===== src/rtl/fetch_pkg.sv =====
// Types shared by the instruction-fetch queue and its buffer.
// Pure declarations: no latency, no backpressure.
package fetch_pkg;

  localparam int XLEN = 32;
  localparam logic [XLEN-1:0] IMEM_BASE = 32'hBFC0_0000;

  typedef struct packed {
    logic [XLEN-1:0] inst;
    logic [XLEN-1:0] pc;
    logic            misaligned;
  } fetch_entry_t;

endpackage


===== src/rtl/fetch_fifo.sv =====
// Synchronous FIFO of fetch entries with flush; the head is read combinationally (0-cycle read).
// No internal backpressure: a push into a full FIFO is only legal alongside a pop.
module fetch_fifo
  import fetch_pkg::*;
#(
  parameter int DEPTH = 4
) (
  input  logic                   clk,
  input  logic                   rst,
  input  logic                   push,
  input  fetch_entry_t           push_dat,
  input  logic                   pop,
  input  logic                   flush,
  output fetch_entry_t           head,
  output logic [$clog2(DEPTH):0] count
);

  localparam int AW = $clog2(DEPTH);

  fetch_entry_t  mem [DEPTH];
  logic [AW-1:0] wr_ptr;
  logic [AW-1:0] rd_ptr;
  logic          pop_en;

  assign pop_en = pop & (count != '0);
  assign head   = mem[rd_ptr];

  always_ff @(posedge clk) begin
    if (!rst) begin
      wr_ptr <= '0;
      rd_ptr <= '0;
      count  <= '0;
      for (int i = 0; i < DEPTH; i++) mem[i] <= '0;
    end else if (flush) begin
      wr_ptr <= '0;
      rd_ptr <= '0;
      count  <= '0;
    end else begin
      if (push) begin
        mem[wr_ptr] <= push_dat;
        wr_ptr      <= wr_ptr + AW'(1);
      end
      if (pop_en) rd_ptr <= rd_ptr + AW'(1);
      case ({push, pop_en})
        2'b10:   count <= count + (AW+1)'(1);
        2'b01:   count <= count - (AW+1)'(1);
        default: count <= count;
      endcase
    end
  end

endmodule


===== src/rtl/instr_fetch_queue.sv =====
// Issues imem reads for accepted PCs and buffers tagged returns for decode; data visible MEM_LAT+1 cycles after accept.
// fetch_ready drops once buffered + in-flight entries reach DEPTH; a same-cycle pop does not free a credit.
module instr_fetch_queue
  import fetch_pkg::*;
#(
  parameter int DEPTH   = 4,
  parameter int MEM_LAT = 1
) (
  input  logic            clk,
  input  logic            rst,
  input  logic [XLEN-1:0] pc_in,
  input  logic            fetch_req,
  output logic            fetch_ready,
  input  logic            redirect,
  output logic            imem_en,
  output logic [XLEN-1:0] imem_addr,
  input  logic [XLEN-1:0] imem_rdata,
  output logic            inst_valid,
  output logic [XLEN-1:0] inst,
  output logic [XLEN-1:0] inst_pc,
  output logic            inst_misaligned,
  input  logic            inst_ready
);

  localparam int CW = $clog2(DEPTH) + 1;
  localparam int OW = 6;

  logic [MEM_LAT-1:0] lat_vld;
  logic [MEM_LAT-1:0] lat_mis;
  logic [XLEN-1:0]    lat_pc [MEM_LAT];
  logic [CW-1:0]      count;
  logic [OW-1:0]      inflight;
  logic [OW-1:0]      occupancy;
  logic               accept;
  logic               pop;
  fetch_entry_t       ret_dat;
  fetch_entry_t       head;

  always_comb begin
    inflight = '0;
    for (int i = 0; i < MEM_LAT; i++) inflight = inflight + OW'(lat_vld[i]);
  end

  assign occupancy   = OW'(count) + inflight;
  assign fetch_ready = rst & (occupancy < OW'(DEPTH));
  assign accept      = fetch_req & fetch_ready & ~redirect;
  assign imem_en     = accept;
  assign imem_addr   = {pc_in[XLEN-1:2], 2'b00};

  always_ff @(posedge clk) begin
    if (!rst || redirect) begin
      lat_vld <= '0;
    end else begin
      for (int i = MEM_LAT - 1; i > 0; i--) lat_vld[i] <= lat_vld[i-1];
      lat_vld[0] <= accept;
    end
  end

  // Tags are qualified by lat_vld, so they shift every cycle without reset.
  always_ff @(posedge clk) begin
    for (int i = MEM_LAT - 1; i > 0; i--) begin
      lat_pc[i]  <= lat_pc[i-1];
      lat_mis[i] <= lat_mis[i-1];
    end
    lat_pc[0]  <= pc_in;
    lat_mis[0] <= |pc_in[1:0];
  end

  assign ret_dat.inst       = imem_rdata;
  assign ret_dat.pc         = lat_pc[MEM_LAT-1];
  assign ret_dat.misaligned = lat_mis[MEM_LAT-1];
  assign pop                = inst_ready & inst_valid;

  fetch_fifo #(.DEPTH(DEPTH)) u_fifo (
    .clk      (clk),
    .rst      (rst),
    .push     (lat_vld[MEM_LAT-1]),
    .push_dat (ret_dat),
    .pop      (pop),
    .flush    (redirect),
    .head     (head),
    .count    (count)
  );

  assign inst_valid      = (count != '0);
  assign inst            = head.inst;
  assign inst_pc         = head.pc;
  assign inst_misaligned = head.misaligned;

  assert property (@(posedge clk) disable iff (!rst) occupancy <= OW'(DEPTH));

endmodule


===== config.mk =====
export PLATFORM = sky130hd
export DESIGN_NAME = instr_fetch_queue
export DESIGN_NICKNAME = d
export VERILOG_FILES = /design/src/rtl/fetch_pkg.sv /design/src/rtl/fetch_fifo.sv /design/src/rtl/instr_fetch_queue.sv
export SDC_FILE = /design/constraint.sdc
export NUM_CORES = 1
export LEC_CHECK = 0
export BUFFER_PORTS_ARGS = -buffer_cell sky130_fd_sc_hd__buf_2
export CAP_MARGIN = 20
export CORE_MARGIN = 2
export CORE_UTILIZATION = 47
export DETAILED_ROUTE_END_ITERATION = 7
export GPL_TIMING_DRIVEN = 1
export PLACE_DENSITY = 0.75
export SETUP_SLACK_MARGIN = 0.1
export SYNTH_ARGS = -nofsm -noshare
export SYNTH_HDL_FRONTEND = slang
export SYNTH_SLANG_ARGS = --single-unit

===== constraint.sdc =====
create_clock -name clk -period 11.52 [get_ports clk]
set_input_delay 0.576 -clock clk [delete_from_list [all_inputs] [get_ports clk]]
set_output_delay 0.576 -clock clk [all_outputs]
set_load 0.02 [all_outputs]

# After elaboration in Yosys (flattened, before gate mapping)
# Memory sizes are Yosys's and may differ from the RTL's. A register that Yosys moved wholly into a read port is not among the register bits.
# Cells that the tools add are included.
# classes
muxes,11
magnitude_cmp,1
n_addsub,5
n_reduce_logical,7
n_bitwise,7
n_eq_ne,2
# op_table
op,n
$mux 65,1
$reduce_or 65->1,1
$mux 1,6
$mux 2,3
$pmux 3 s2,1
$and 1x1->1,5
$add 2x1->2 const B,2
$add 3x1->4,1
$lt 4x3->1 const B,1
$reduce_or 2->1,2
$add 3x1->3 const B,1
$reduce_bool 3->1,1
$sub 3x1->3 const B,1
$eq 2x1->1 const B,1
$eq 2x2->1 const B,1
$not 1->1,2
$reduce_bool 2->1,1
$logic_not 1->1,1
$logic_or 1x1->1,1
# word_totals
output_inout_bits,100
n_memories,2
ram_bits,292
in_bits,69
ff_bits,9
word_cells,40
# memory_table
name,words,word_bits,rd,rd_clocked_by_memory_dff,write_ports,line,text
u_fifo.mem,4,65,1,1,4,fetch_fifo.sv:20,fetch_entry_t mem [DEPTH];
lat_pc,1,32,1,0,1,instr_fetch_queue.sv:30,logic [XLEN-1:0] lat_pc [MEM_LAT];

# Logic depth before layout (Yosys ltp)
# logic_depth
word_depth,6
mapped_depth,7
depth_no_buf,7

# By module
# From an unflattened synthesis, not the netlist that was laid out.
# unflattened
cells_unflattened,750
area_unflattened_um2,12580.8
# by_module_without_submodules
module,cells_each,instances,area_per_inst_um2
fetch_fifo,675,1,11592.4
instr_fetch_queue,75,1,988.4

# Worst setup path after synthesis
# OpenSTA, ideal clock, no wires.
# synth_timing
path_kind,input to register
startpoint,input redirect
endpoint,memory u_fifo.mem[3][0] (netlist bit) (enable)
slack_ns,5.533
path_buffers,0
required_ns,10.935
arrival_time_ns,5.402
stages,1
cell_sequence,o31ai_1
# synth_rtl
item,line,text
"start, declared",instr_fetch_queue.sv:14,"input logic redirect,"
"end, declared",fetch_fifo.sv:20,

==> key figures <==
Flow run
  • Max-cap violation count: 0

Placement
  • Sum of net half-perimeters after detailed placement: approximately 13000 um
  • Buffers on Ports: 166
  • Routability cong.: 0.719
  • Post-DP Area: about 13000 um^2

GRT
  • Initial antenna violation count: 2
  • Congestion Overflow GR: 0
  • Overall global routing resource usage: 17.3%
  • Number of global-route vias before repair: around 6600
  • Global-route wire length before repair: around 37000 um
  • Largest net degree at the start of global routing: 67

Route
  • Via-to-Cell Ratio: approximately 5.2
  • Met2 WL: 11600 um
  • Detail Route met3 WL: 1560 um
  • Via count: around 6400
  • 1st-iter DRT viols: around 630
  • DRC violations left: 14
  • Length of routed wiring on met1: about 10000 um
  • Average wire per standard cell: about 20 um
  • Detail Route Antenna Nets: 0
  • Total wire length: between 20000 and 25000 um
  • Highest metal layer with signal wires: met5
  • Detailed Routing Iterations Pass 1: 7

Clocking
  • Clk buf depth: 3
  • Clk sinks: between 300 and 400
  • Total clock buffers created by CTS: 29
  • Post-CTS setup-driven buffer insertion count: 0
  • Insertion delay of the later-clocked pin in the worst-skew pair: around 0.54 ns
  • Clock slew at the register clock pins of the worst setup and hold paths: roughly 0.06 ns
  • H-tree level count: 1
  • Number of instances resized during post-cts repair: 0
  • TritonCTS clock tree: done
  • Number of hold buffers added after cts: 0
  • Clock tree root buffer cell: sky130_fd_sc_hd__clkbuf_16

Yosys
  • Combinational family with the most area after synthesis: simple AND/OR/NAND/NOR gates
  • Avg Cell Area, Syn: around 17 um^2
  • Share of synthesized area spent on multiplexers: a little under an eighth
  • Flip-flop cell with the highest count after synthesis: sky130_fd_sc_hd__edfxtp_1
  • Compound-Gate Fraction of Synth Area: less than 1%
  • Synthesized-area fraction occupied by xor and xnor cells: 0.349%
  • Number of enable-type register cells in the synthesized netlist: 260
  • Async set-or-reset flop fraction in the synthesized netlist: 0%
  • Count of warnings emitted by yosys: 0
  • Post-synthesis share of cell area spent on full adders, half adders and majority gates: less than 1%
  • Synthesized netlist cell count: 748
  • Sequential cell area fraction in the yosys report: ~69%
  • Post-synthesis simple-gate area fraction: 14.1%
  • Post-synth design cell area: 12600 um^2
  • Post-synth cell types: 33
  • Seq cells post-synth: 303

Power
  • Clk network pwr share: 40.0%
  • Sw Share: 20.6%
  • Internal: 1800 uW
  • Logic pwr share: 4.9%
  • Sequential share of power: between 50% and 60%
  • Maximum resistive drop on vdd: 0.123 mV
  • Leakage dissipation: 0.00544 uW
  • Power density over the cells: around 160 nW/um^2
  • Power dissipated by switching net loads: between 400 and 500 uW

Worst hold path
  • Worst min-delay path category: in2reg
  • Worst Hold Path EP: lat_pc[0][22]
  • Start point of the worst min-delay path: pc_in[22]
  • Min-Delay Path Depth: 1

Layout
  • Multi-input gate area: roughly 3400 um^2
  • Synth-to-layout area growth: 14.0%
  • Post-layout net count: around 950
  • Final standard cell area without fillers: 14300 um^2
  • Fraction of final layout cells with drive strength greater than 1: around a third
  • Sequential cell area in the final layout: slightly below 9000 um^2
  • Layout filler cell count: approximately 2100
  • Most frequent cells in the layout: 260 x sky130_fd_sc_hd__and2_1, 260 x sky130_fd_sc_hd__edfxtp_1, 166 x sky130_fd_sc_hd__buf_2, 65 x sky130_fd_sc_hd__mux4_2, 41 x sky130_fd_sc_hd__dfxtp_1

Setup path
  • Critical path start-end classification: reg2out
  • Reg-to-reg endpoint: u_fifo.mem[0][45]
  • Arrival time at the worst endpoint: around 2.9 ns
  • Maximum fanout encountered on the critical timing path: 35
  • Launch point of the worst reg-to-reg path: u_fifo.wr_ptr[0]
  • Required time reported for the critical path endpoint: between 10 and 15 ns
  • Kind of start point of the critical path: flop
  • Path depth of the worst reg2reg path: 4
  • CP endpoint kind: output port
  • Reg2Reg Setup Slack: 8.89 ns

STA
  • Clock skew: 0.0100 ns
  • Highest Clock Rate: roughly 290 MHz
  • Unrepaired setup endpoints after global routing: false
  • Max Transition Viols Final: 0
  • WHS: between 0.1 and 0.15 ns
  • Sum Neg Setup Slack: 0 ns
  • Hold Vio Cnt, Final: 0
  • Final number of setup-violating endpoints: 0
  • Max-Slew Margin vs Limit: approximately 30%
  • Final cycle utilization of the critical path: around 30%
  • Worst-Margin Slew: approximately 1.1 ns
  • Final critical delay including setup and external delays: between 3 and 4 ns

Floorplan
  • Number of placement rows: 59
  • Die extent in x: ~170 um
  • Core Region: between 20000 and 30000 um^2
  • Die extent in y: between 150 and 200 um
  • I/O pin count: approximately 170
  • Die outline area: 28000 um^2
  • Initial Utilization: 48.0%

Status
  • Run status: finished, violations left
  • Violated checks: DRC
power groups by stage:
stage,combinational [uW],sequential [uW],clock [uW]
after floorplan,72.4,1260,0
after global placement,112,1270,0
after detailed placement,112,1270,0
after CTS,113,1250,914
after global routing,119,1250,959
final,110,1250,904
sequential cells by signal (all words and copies together), names as in the netlist, named ones only:
register	flops
u_fifo.mem	260
u_fifo.count	3
u_fifo.wr_ptr	2
lat_pc	32
lat_vld	1
lat_mis	1
u_fifo.rd_ptr	2
logic make-up (layout without fill, tap and decap cells):
family / Yosys count / in the layout
muxes: 65 / 65
other: 1 / 3
AOI/OAI and AO/OA: 8 / 8
buffers and inverters: 81 / 228
adders and majority gates: 2 / 2
and+or+nand+nor: 283 / 283
DFF: 303 / 303
xor gates and xnor gates: 5 / 5
through the flow:
stage	setup slack, ns	cells	util [%]	power [uW]
final	8.06	1232	54.8	2260
after global routing	7.85	1231	54.8	2330
after detailed placement	8.22	1181	51.4	1380
after CTS	7.97	1231	54.8	2270
after floorplan	5.53	749	-	1340
after global placement	8.29	1181	51.4	1380
layer usage:
layer / GRT usage, % / up-vias
li1: - / 2937
met1: 23.4 / 3189
met2: 29.0 / 208
met3: 3.97 / 37
met4: 3.86 / 2
met5: 0 / -
area by class of cell:
cell class              instances  share of cell area [%]
multi-input cells             365                    23.9
repair buffers                172                    6.12
clock buffers                  44                    5.67
flip-flops and latches        303                    60.6
diodes                          1                  0.0175
inverters                       6                   0.157
clock inverters                 6                   0.542
well taps                     335                    2.93
how the worst max path moves through the flow:
| stage | from | end | slack [ns] | depth (start not counted) |
|---|---|---|---|---|
| after floorplan | redirect | u_fifo.mem[3][0] | 5.53 | 1 |
| after global placement | rst | u_fifo.mem[0][55] | 8.29 | 5 |
| after detailed placement | rst | u_fifo.mem[0][54] | 8.22 | 5 |
| after CTS | flop | inst_pc[20] | 7.97 | 3 |
| after global routing | flop | inst_pc[24] | 7.85 | 3 |
| final | flop | inst_pc[24] | 8.06 | 3 |
critical path, stage by stage, from the launching register on:
cell and delay [ns]:
sky130_fd_sc_hd__dfxtp_4 0.77, sky130_fd_sc_hd__buf_4 0.69, sky130_fd_sc_hd__mux4_2 0.63, sky130_fd_sc_hd__buf_2 0.18
cell usage after synthesis, types with 2 or more instances:
cell | number | area (um^2)
sky130_fd_sc_hd__a21oi_1 | 3 | 15.0
sky130_fd_sc_hd__and2_1 | 260 | 1630
sky130_fd_sc_hd__and3b_1 | 2 | 17.5
sky130_fd_sc_hd__buf_1 | 5 | 18.8
sky130_fd_sc_hd__buf_2 | 4 | 20.0
sky130_fd_sc_hd__buf_4 | 37 | 278
sky130_fd_sc_hd__buf_6 | 6 | 67.6
sky130_fd_sc_hd__clkbuf_1 | 8 | 30.0
sky130_fd_sc_hd__clkbuf_2 | 15 | 75.1
sky130_fd_sc_hd__dfxtp_1 | 43 | 861
sky130_fd_sc_hd__edfxtp_1 | 260 | 7810
sky130_fd_sc_hd__inv_1 | 6 | 22.5
sky130_fd_sc_hd__mux4_2 | 65 | 1460
sky130_fd_sc_hd__nand2_1 | 2 | 7.51
sky130_fd_sc_hd__nand2b_1 | 3 | 18.8
sky130_fd_sc_hd__nor2_1 | 7 | 26.3
sky130_fd_sc_hd__nor3_2 | 2 | 20.0
sky130_fd_sc_hd__or3_1 | 2 | 12.5
sky130_fd_sc_hd__xnor2_1 | 2 | 17.5
sky130_fd_sc_hd__xor2_1 | 3 | 26.3
(Power assumes the default switching activity.)
